--- src/rtl/player_box_renderer.sv ---
// Per-fencer box renderer: tear-free position updates, 2-stage pixel pipeline, hit-flash FSM.
// Define BOX_OUTLINE_EN to draw only an OUTLINE_W-thick border instead of a solid box.
module player_box_renderer #(
  parameter int          BOX_WIDTH    = 64,
  parameter int          BOX_HEIGHT   = 128,
  parameter int          H_ACTIVE     = 1280,
  parameter int          V_ACTIVE     = 720,
  parameter logic [23:0] BOX_COLOR    = 24'h00FF00,
  parameter logic [23:0] FLASH_COLOR  = 24'hFF0000,
  parameter int          FLASH_FRAMES = 30,
  parameter int          BLINK_PERIOD = 4,
  parameter int          OUTLINE_W    = 4
) (
  input  logic        clk_pixel,
  input  logic        sys_rst,
  input  logic [10:0] hcount_in,
  input  logic [9:0]  vcount_in,
  input  logic        active_draw_in,
  input  logic        new_frame_in,
  input  logic        pos_valid_in,
  input  logic [10:0] pos_x_in,
  input  logic [9:0]  pos_y_in,
  output logic        pos_ready_out,
  input  logic        hit_in,
  output logic [23:0] box_out,
  output logic        flashing_out
);

  // state | meaning
  // IDLE  | no recent hit, box drawn in BOX_COLOR
  // FLASH | hit received, box blinks FLASH_COLOR/BOX_COLOR until FLASH_FRAMES frames pass

  localparam logic [10:0] X_MAX = 11'(H_ACTIVE - BOX_WIDTH);
  localparam logic [9:0]  Y_MAX = 10'(V_ACTIVE - BOX_HEIGHT);
  localparam logic [11:0] BW12  = 12'(BOX_WIDTH);
  localparam logic [11:0] BH12  = 12'(BOX_HEIGHT);
  localparam logic [11:0] OW12  = 12'(OUTLINE_W);
  localparam int          FW    = $clog2(FLASH_FRAMES + 1);
  localparam logic [FW-1:0] FCNT_LAST = FW'(FLASH_FRAMES - 1);
`ifdef BOX_OUTLINE_EN
  localparam bit OUTLINE_MODE = 1'b1;
`else
  localparam bit OUTLINE_MODE = 1'b0;
`endif

  typedef enum logic {IDLE, FLASH} state_t;

  state_t        state_q, state_d;
  logic [FW-1:0] fcnt_q, fcnt_d;
  logic          flashing_q;

  logic          pending_full;
  logic [10:0]   pend_x, act_x, clamp_x;
  logic [9:0]    pend_y, act_y, clamp_y;
  logic          accept;

  logic [11:0]   dx, dy;
  logic          inside_x, inside_y, near_edge, shape_ok;
  logic          inside_x_d, inside_y_d, active_d, shape_d;
  logic          blink_on;
  logic [23:0]   colour;

  // ---------------- position update buffer ----------------
  assign clamp_x       = (pos_x_in > X_MAX) ? X_MAX : pos_x_in;
  assign clamp_y       = (pos_y_in > Y_MAX) ? Y_MAX : pos_y_in;
  assign pos_ready_out = !pending_full;
  assign accept        = pos_valid_in && !pending_full;

  always_ff @(posedge clk_pixel) begin
    if (sys_rst) begin
      pending_full <= 1'b0;
      pend_x       <= '0;
      pend_y       <= '0;
      act_x        <= '0;
      act_y        <= '0;
    end else if (new_frame_in && accept) begin
      act_x        <= clamp_x;
      act_y        <= clamp_y;
      pending_full <= 1'b0;
    end else if (new_frame_in && pending_full) begin
      act_x        <= pend_x;
      act_y        <= pend_y;
      pending_full <= 1'b0;
    end else if (accept) begin
      pend_x       <= clamp_x;
      pend_y       <= clamp_y;
      pending_full <= 1'b1;
    end
  end

  // ---------------- pixel pipeline ----------------
  // A raster coordinate left of/above the box wraps to a huge value, so one compare suffices.
  assign dx        = {1'b0, hcount_in} - {1'b0, act_x};
  assign dy        = {2'b0, vcount_in} - {2'b0, act_y};
  assign inside_x  = dx < BW12;
  assign inside_y  = dy < BH12;
  assign near_edge = (dx < OW12) || (dx >= BW12 - OW12) ||
                     (dy < OW12) || (dy >= BH12 - OW12);
  assign shape_ok  = !OUTLINE_MODE || near_edge;

  always_ff @(posedge clk_pixel) begin
    if (sys_rst) begin
      inside_x_d <= 1'b0;
      inside_y_d <= 1'b0;
      active_d   <= 1'b0;
      shape_d    <= 1'b0;
      box_out    <= '0;
    end else begin
      inside_x_d <= inside_x;
      inside_y_d <= inside_y;
      active_d   <= active_draw_in;
      shape_d    <= shape_ok;
      box_out    <= (inside_x_d && inside_y_d && active_d && shape_d) ? colour : 24'h0;
    end
  end

  assign blink_on = ((int'(fcnt_q) / BLINK_PERIOD) % 2) == 0;
  assign colour   = (state_q == FLASH && blink_on) ? FLASH_COLOR : BOX_COLOR;

  // ---------------- hit-flash FSM ----------------
  always_ff @(posedge clk_pixel) begin
    if (sys_rst) begin
      state_q    <= IDLE;
      fcnt_q     <= '0;
      flashing_q <= 1'b0;
    end else begin
      state_q    <= state_d;
      fcnt_q     <= fcnt_d;
      flashing_q <= (state_d == FLASH);
    end
  end

  always_comb begin
    state_d = state_q;
    fcnt_d  = fcnt_q;
    case (state_q)
      IDLE: begin
        if (hit_in) begin
          state_d = FLASH;
          fcnt_d  = '0;
        end
      end
      FLASH: begin
        if (hit_in) begin
          fcnt_d = '0;
        end else if (new_frame_in) begin
          if (fcnt_q == FCNT_LAST) begin
            state_d = IDLE;
            fcnt_d  = '0;
          end else begin
            fcnt_d = fcnt_q + 1'b1;
          end
        end
      end
      default: begin
        state_d = IDLE;
        fcnt_d  = '0;
      end
    endcase
  end

  assign flashing_out = flashing_q;

endmodule

--- config.mk ---
export PLATFORM = sky130hd
export DESIGN_NAME = player_box_renderer
export DESIGN_NICKNAME = d
export VERILOG_FILES = /design/src/rtl/player_box_renderer.sv
export SDC_FILE = /design/constraint.sdc
export NUM_CORES = 1
export LEC_CHECK = 0
export CAP_MARGIN = 5
export CORE_MARGIN = 5
export CORE_UTILIZATION = 54
export CTS_BUF_LIST = sky130_fd_sc_hd__clkbuf_16
export DETAILED_ROUTE_END_ITERATION = 8
export GPL_TIMING_DRIVEN = 0
export PLACE_DENSITY = 0.92
export SKIP_CTS_REPAIR_TIMING = 1
export SLEW_MARGIN = 40
export SYNTH_ARGS = -nofsm -noshare
export SYNTH_HDL_FRONTEND = slang
export SYNTH_SLANG_ARGS = --single-unit
--- constraint.sdc ---
create_clock -name clk_pixel -period 3.1 [get_ports clk_pixel]
set_input_delay 0.62 -clock clk_pixel [delete_from_list [all_inputs] [get_ports clk_pixel]]
set_output_delay 0.62 -clock clk_pixel [all_outputs]
set_load 0.01 [all_outputs]
---- After elaboration in Yosys (flattened, before gate mapping) ----
Cells that the tools add are included.
storage, ports and cells
  register bits ........................... 77
  latch bits .............................. 0
  RAM bits ................................ 0
  bits in read-only memories .............. 0
  input bits .............................. 48
  output and inout bits ................... 26
  logic and storage cells ................. 58
  memories ................................ 0
cells by class
  add/subtract/negate cells ............... 3
  $mul .................................... 0
  div/mod/pow operators ................... 0
  magnitude comparators ................... 4
  equal/unequal tests ..................... 3
  shift operators ......................... 0
  multiplexer cells ....................... 18
  bitwise gates (word level) .............. 4
  reduce and logical (&&, ||, !) cells .... 14
operators with widths
  cell                    number
  $mux W11                3
  $logic_not A32 Y1       1
  $mux W10                3
  $mux W24                1
  $mux W5                 4
  $lt A12 B7 Y1 const B   1
  $lt A12 B8 Y1 const B   1
  $sub A11 B11 Y12        1
  $gt A11 B11 Y1 const B  1
  $sub A10 B10 Y11        1
  $gt A10 B10 Y1 const B  1
  $pmux W5 S2             1
  $logic_and A1 B1 Y1     7
  $add A5 B1 Y5 const B   1
  $eq A5 B5 Y1 const B    1
  $mux W1                 5
  $not A1 Y1              4
  $ne A3 B3 Y1 const B    1
  $reduce_and A3 Y1       1
  $reduce_or A3 Y1        1
  $ne A2 B2 Y1 const B    1
  $pmux W1 S2             1
  $reduce_and A2 Y1       1
  $reduce_bool A2 Y1      1
  other kinds (2)         2

---- Depth between registers and ports, before layout ----
  depth after elaboration ................. 5
  mapped depth ............................ 8
  mapped depth without buffers ............ 7

---- Worst setup path before layout ----
Ideal clock, no wire load.
  path type ............................... input -> register
  start point ............................. input pos_x_in[0]
  end point ............................... register act_x[3]
  library setup time ...................... 0.086 ns
  arrival time ............................ 1.998 ns
  required time ........................... 3.014 ns
  path slack .............................. 1.016 ns
  stages .................................. 6
  path through ............................ or4_1 -> o311a_1 -> o21ai_2 -> buf_6 -> nand3_1 -> a221oi_2
on the way
  longest elaborated chain between the ends .. 3
ends and longest elaborated chain
  what                  RTL line  source
  start, declared       21        input logic [10:0] pos_x_in,
  $gt A11 B11 Y1        64        assign clamp_x = (pos_x_in > X_MAX) ? X_MAX : pos_x_in;
  $mux W11              64
  $mux W11              76        end else if (new_frame_in && accept) begin
  end signal, assigned  77        act_x <= clamp_x;
  end signal, assigned  81        act_x <= pend_x;
  end, declared         53        logic [10:0] pend_x, act_x, clamp_x;
No other way between the ends.
A chain may end at the register's enable or synchronous reset.

---- Final worst setup path ----
  start point ............................. input pos_x_in[1]
  end point ............................... register act_x[5]
The elaborated chain is that of the path after synthesis.

==> run summary <==
The cell area that synthesis handed to floorplanning was 3150 sq um. The worst register-to-register path has a setup slack of 1.06 ns. The min-delay analysis places its worst path in the category reg2reg. For the worst-skew pair, the clock arrives at the later sink with an insertion delay of 0.29 ns. The worst flop-to-flop path startpoint is act_x[6]$_SDFFE_PP0P_. By area the synthesized netlist is led by dfxtp_1 (35%), ha_1 (8.4%), a21oi_1 (7.5%), buf_4 (5.5%), nand3_1 (4.6%). The final sum of negative setup slack came out at 0 ns. The number of global-route vias before repair is 3,080.

In the layout the commonest cells are clkdlybuf4s50_1 (62), dfxtp_1 (55), a21oi_1 (47). The biggest cell delay along the critical path came out at 0.53 ns. The finished layout holds 538 standard cells, fillers aside.

The first global-routing pass estimated 14,300 um of wire. The portion of the clock cycle consumed by the worst path in the final layout is 0.783. The flow ran to the end, and the final reports show no timing, DRC or antenna violations.

The max capacitance violation total is 0. The I/O pin count is 74. The clock tree from TritonCTS is done. From bottom edge to top edge, the die measures 86.3 um. The number of H-tree levels is 2. For the pin with the worst max-slew slack, the measured transition is 0.597 ns.

The type of destination of the critical path is a flip-flop. The endpoint identified for the worst register-to-register timing path is inside_x_d$_SDFF_PP0_. The fraction of final layout cells sized beyond drive strength 1 is 0.0858.

The total of flip-flops plus latches after synthesis came out at 55. Yosys printed 0 warnings. The setup slack at placement came out at 0.398 ns.

The total setup violations reported at the end of the flow is 0. The standard-cell row count is 27. The kind of critical path is in2reg. The final weighted congestion in routability-driven placement came out at 0.928. The placed wire-length estimate after detailed placement is 6370 um. In the routed design, unresolved DRC markers number 0. The cell taking the most area after synthesis is dfxtp_1. Measured in cells, the most critical reg-to-reg path has a length of 8.

The pin count of the biggest net entering global routing is 16. Walking the worst path, the cells encountered are clkdlybuf4s50_1 > or4_1 > o311a_1 > o21ai_2 > buf_6 > nand3_1 > a221oi_2. In the global route stage, overall resource usage came out at 0.237. The area of the placeable core came out at 5570 sq um. The iteration-0 DRC count of the detailed router came out at 264.

The die covers 7450 sq um. Leaving out fill and tap cells, the most frequent cell in the layout is clkdlybuf4s50_1. The antenna diode count is 0. The highest net fanout along the worst path came out at 10. The initial utilization of the core area, before any placement, comes to 0.564. Setup repair after global routing left no endpoint under its margin. The initial antenna violation count came to 0. For the worst setup path, the data required time is 3.30 ns.

The number of standard cells after synthesis came out at 389. The net count of the finished layout came out at 534. The clock arrives with 0.00560 ns of skew. Relative to the synthesized area, the layout overhead comes to 28.0%.

VDD sags by at most 0.258 mV. The quantity of I/O buffers inserted on ports came out at 62. Static timing analysis puts the maximum clock frequency at 412 MHz. The detailed-route wire length came out at 8580 um. The first element of the critical path is pos_x_in[1]. Across all layers, the routed design uses 3,179 vias. The worst pin sits at a relative slew slack of 0.602.

The clock net in this run drives a total of 55 sinks. The TritonCTS buffer count came out at 5. The width of the chip came out at 86.3 um. The final max-slew violation count is 0.

The first detailed-routing pass ran for 5 iterations. The arrival time at the worst endpoint is 2.63 ns. The worst setup path is launched from an input pin. The most used flip-flop cell after synthesis is dfxtp_1. The number of enable flip-flop cells after synthesis is 0. The number of hold violations in the final report is 0.

The mean cell area of the mapped netlist is 8.09 sq um. After global routing the overflow that remains totals 0. The average detailed-routed wire length per instance came out at 15.9 um. The critical-path cell with the highest stage delay is or4_1. After filler insertion, the fill cell instance count of the layout stands at 439. The count of nets left with antenna violations once routing finished came out at 0. The number of placed cells counting well taps is 530. The clock tree root driver cell is clkbuf_16. The final critical path time including I/O delays and setup is 2.43 ns. The share of Yosys cell area claimed by the top area cell type came out at 0.350. The power density of the placed cells is 411 nW/um^2.

The most critical setup path has its endpoint at act_x[5]$_SDFFE_PP0P_. In this run the deepest clock path goes through 2 buffers. The sequential area share after synthesis came out at 0.350. In the synthesized netlist the async set-or-reset flop fraction comes to 0. The worst-case setup margin in the final layout came out at 0.672 ns. The number of distinct library cells after synthesis came out at 50. The analysis attributes to cell leakage a power of 1.53 nW. The per-cell via count in the routed design came out at 5.91. After clock tree synthesis, the clock-pin slew on the worst setup and hold paths is 0.07 ns.
-- worst max-delay path: cells and delay by family --
kind	cells	cell delay, ns
buffers and inverters	2	0.63
AOI/OAI and AO/OA	3	0.73
and+or+nand+nor	2	0.65
-- through the flow --
step | util | power [mW] | hold WS (ns) | instance area [sq um]
floorplan | - | 0.990 | 0.432 | 3170
global placement | 0.697 | 1.10 | 0.439 | 3880
detailed placement | 0.697 | 1.12 | 0.446 | 3880
CTS | 0.721 | 1.65 | 0.456 | 4020
global route | 0.722 | 1.72 | 0.480 | 4030
finish | 0.722 | 1.65 | 0.453 | 4030
-- registers in the layout, indices dropped and copies added (netlist names) --
register and flops:
act_x 11, active_d 1, pend_y 10, inside_x_d 1, shape_d 1, flashing_out 1
pend_x 11, fcnt_q 5, act_y 10, inside_y_d 1, box_out 2, pending_full 1
-- kinds of logic (layout without fill, tap and decap cells) --
kind of cell             count (synthesis)  after routing  share of synthesized area
XOR/XNOR                                 3              3                    0.00835
AO/OA/AOI/OAI                          119            119                      0.254
other                                    1              8                    0.00119
multiplexers                             2              2                    0.00636
AND/OR/NAND/NOR                        113            113                      0.177
buffers and inverters                   75            145                      0.119
flip-flops                              55             55                      0.350
adder cells (fa/ha/maj)                 21             21                     0.0835
-- synth_stat cells (all sizes together), types with 2 or more instances --
cell    number
nor2        14
nand3       29
o21ai       13
clkbuf      17
ha          21
xor2         2
nor2b        3
dfxtp       55
a41oi        2
nor3b        6
a311oi       5
buf         27
and3         2
nand4        2
nor3         3
a31oi        6
nand3b       4
mux2i        2
or2          3
a211oi      12
a221oi       9
a21oi       47
o21a         6
o211ai       7
inv         31
and4         2
nand2b       3
nand2       38
-- worst min-delay path by stage --
stage                                      start  cells after the start  slack, ns                endpoint
after floorplan            act_x[6]$_SDFFE_PP0P_                      2       0.43   act_x[6]$_SDFFE_PP0P_
after global placement    pend_y[3]$_SDFFE_PP0P_                      2       0.44  pend_y[3]$_SDFFE_PP0P_
after detailed placement  pend_y[3]$_SDFFE_PP0P_                      2       0.45  pend_y[3]$_SDFFE_PP0P_
after CTS                 pend_y[3]$_SDFFE_PP0P_                      2       0.46  pend_y[3]$_SDFFE_PP0P_
after global routing      pend_x[3]$_SDFFE_PP0P_                      2       0.48  pend_x[3]$_SDFFE_PP0P_
final                     pend_y[2]$_SDFFE_PP0P_                      2       0.45  pend_y[2]$_SDFFE_PP0P_
-- routing by layer --
layer  wire length [um]  GRT usage
met3                891     0.0447
met4                176     0.0779
met2               4040      0.406
met5                  0          0
met1               3470      0.297
-- where the power goes --
part           total (mW)  switching, mW  internal [mW]
logic               0.360          0.197          0.163
registers           0.755         0.0149          0.740
clock network       0.537          0.245          0.293
-- final cells by class --
cell class	count	area (sq um)	share of cell area
Sequential cell	55	1100	0.274
Timing Repair Buffer	62	621	0.154
Clock inverter	3	12.5	0.00311
Tap cell	72	90.1	0.0224
Inverter	31	116	0.0289
Clock buffer	5	125	0.0311
Multi-Input combinational cell	266	1700	0.422
Buffer	44	259	0.0643
Power figures use the tool's default switching activity.
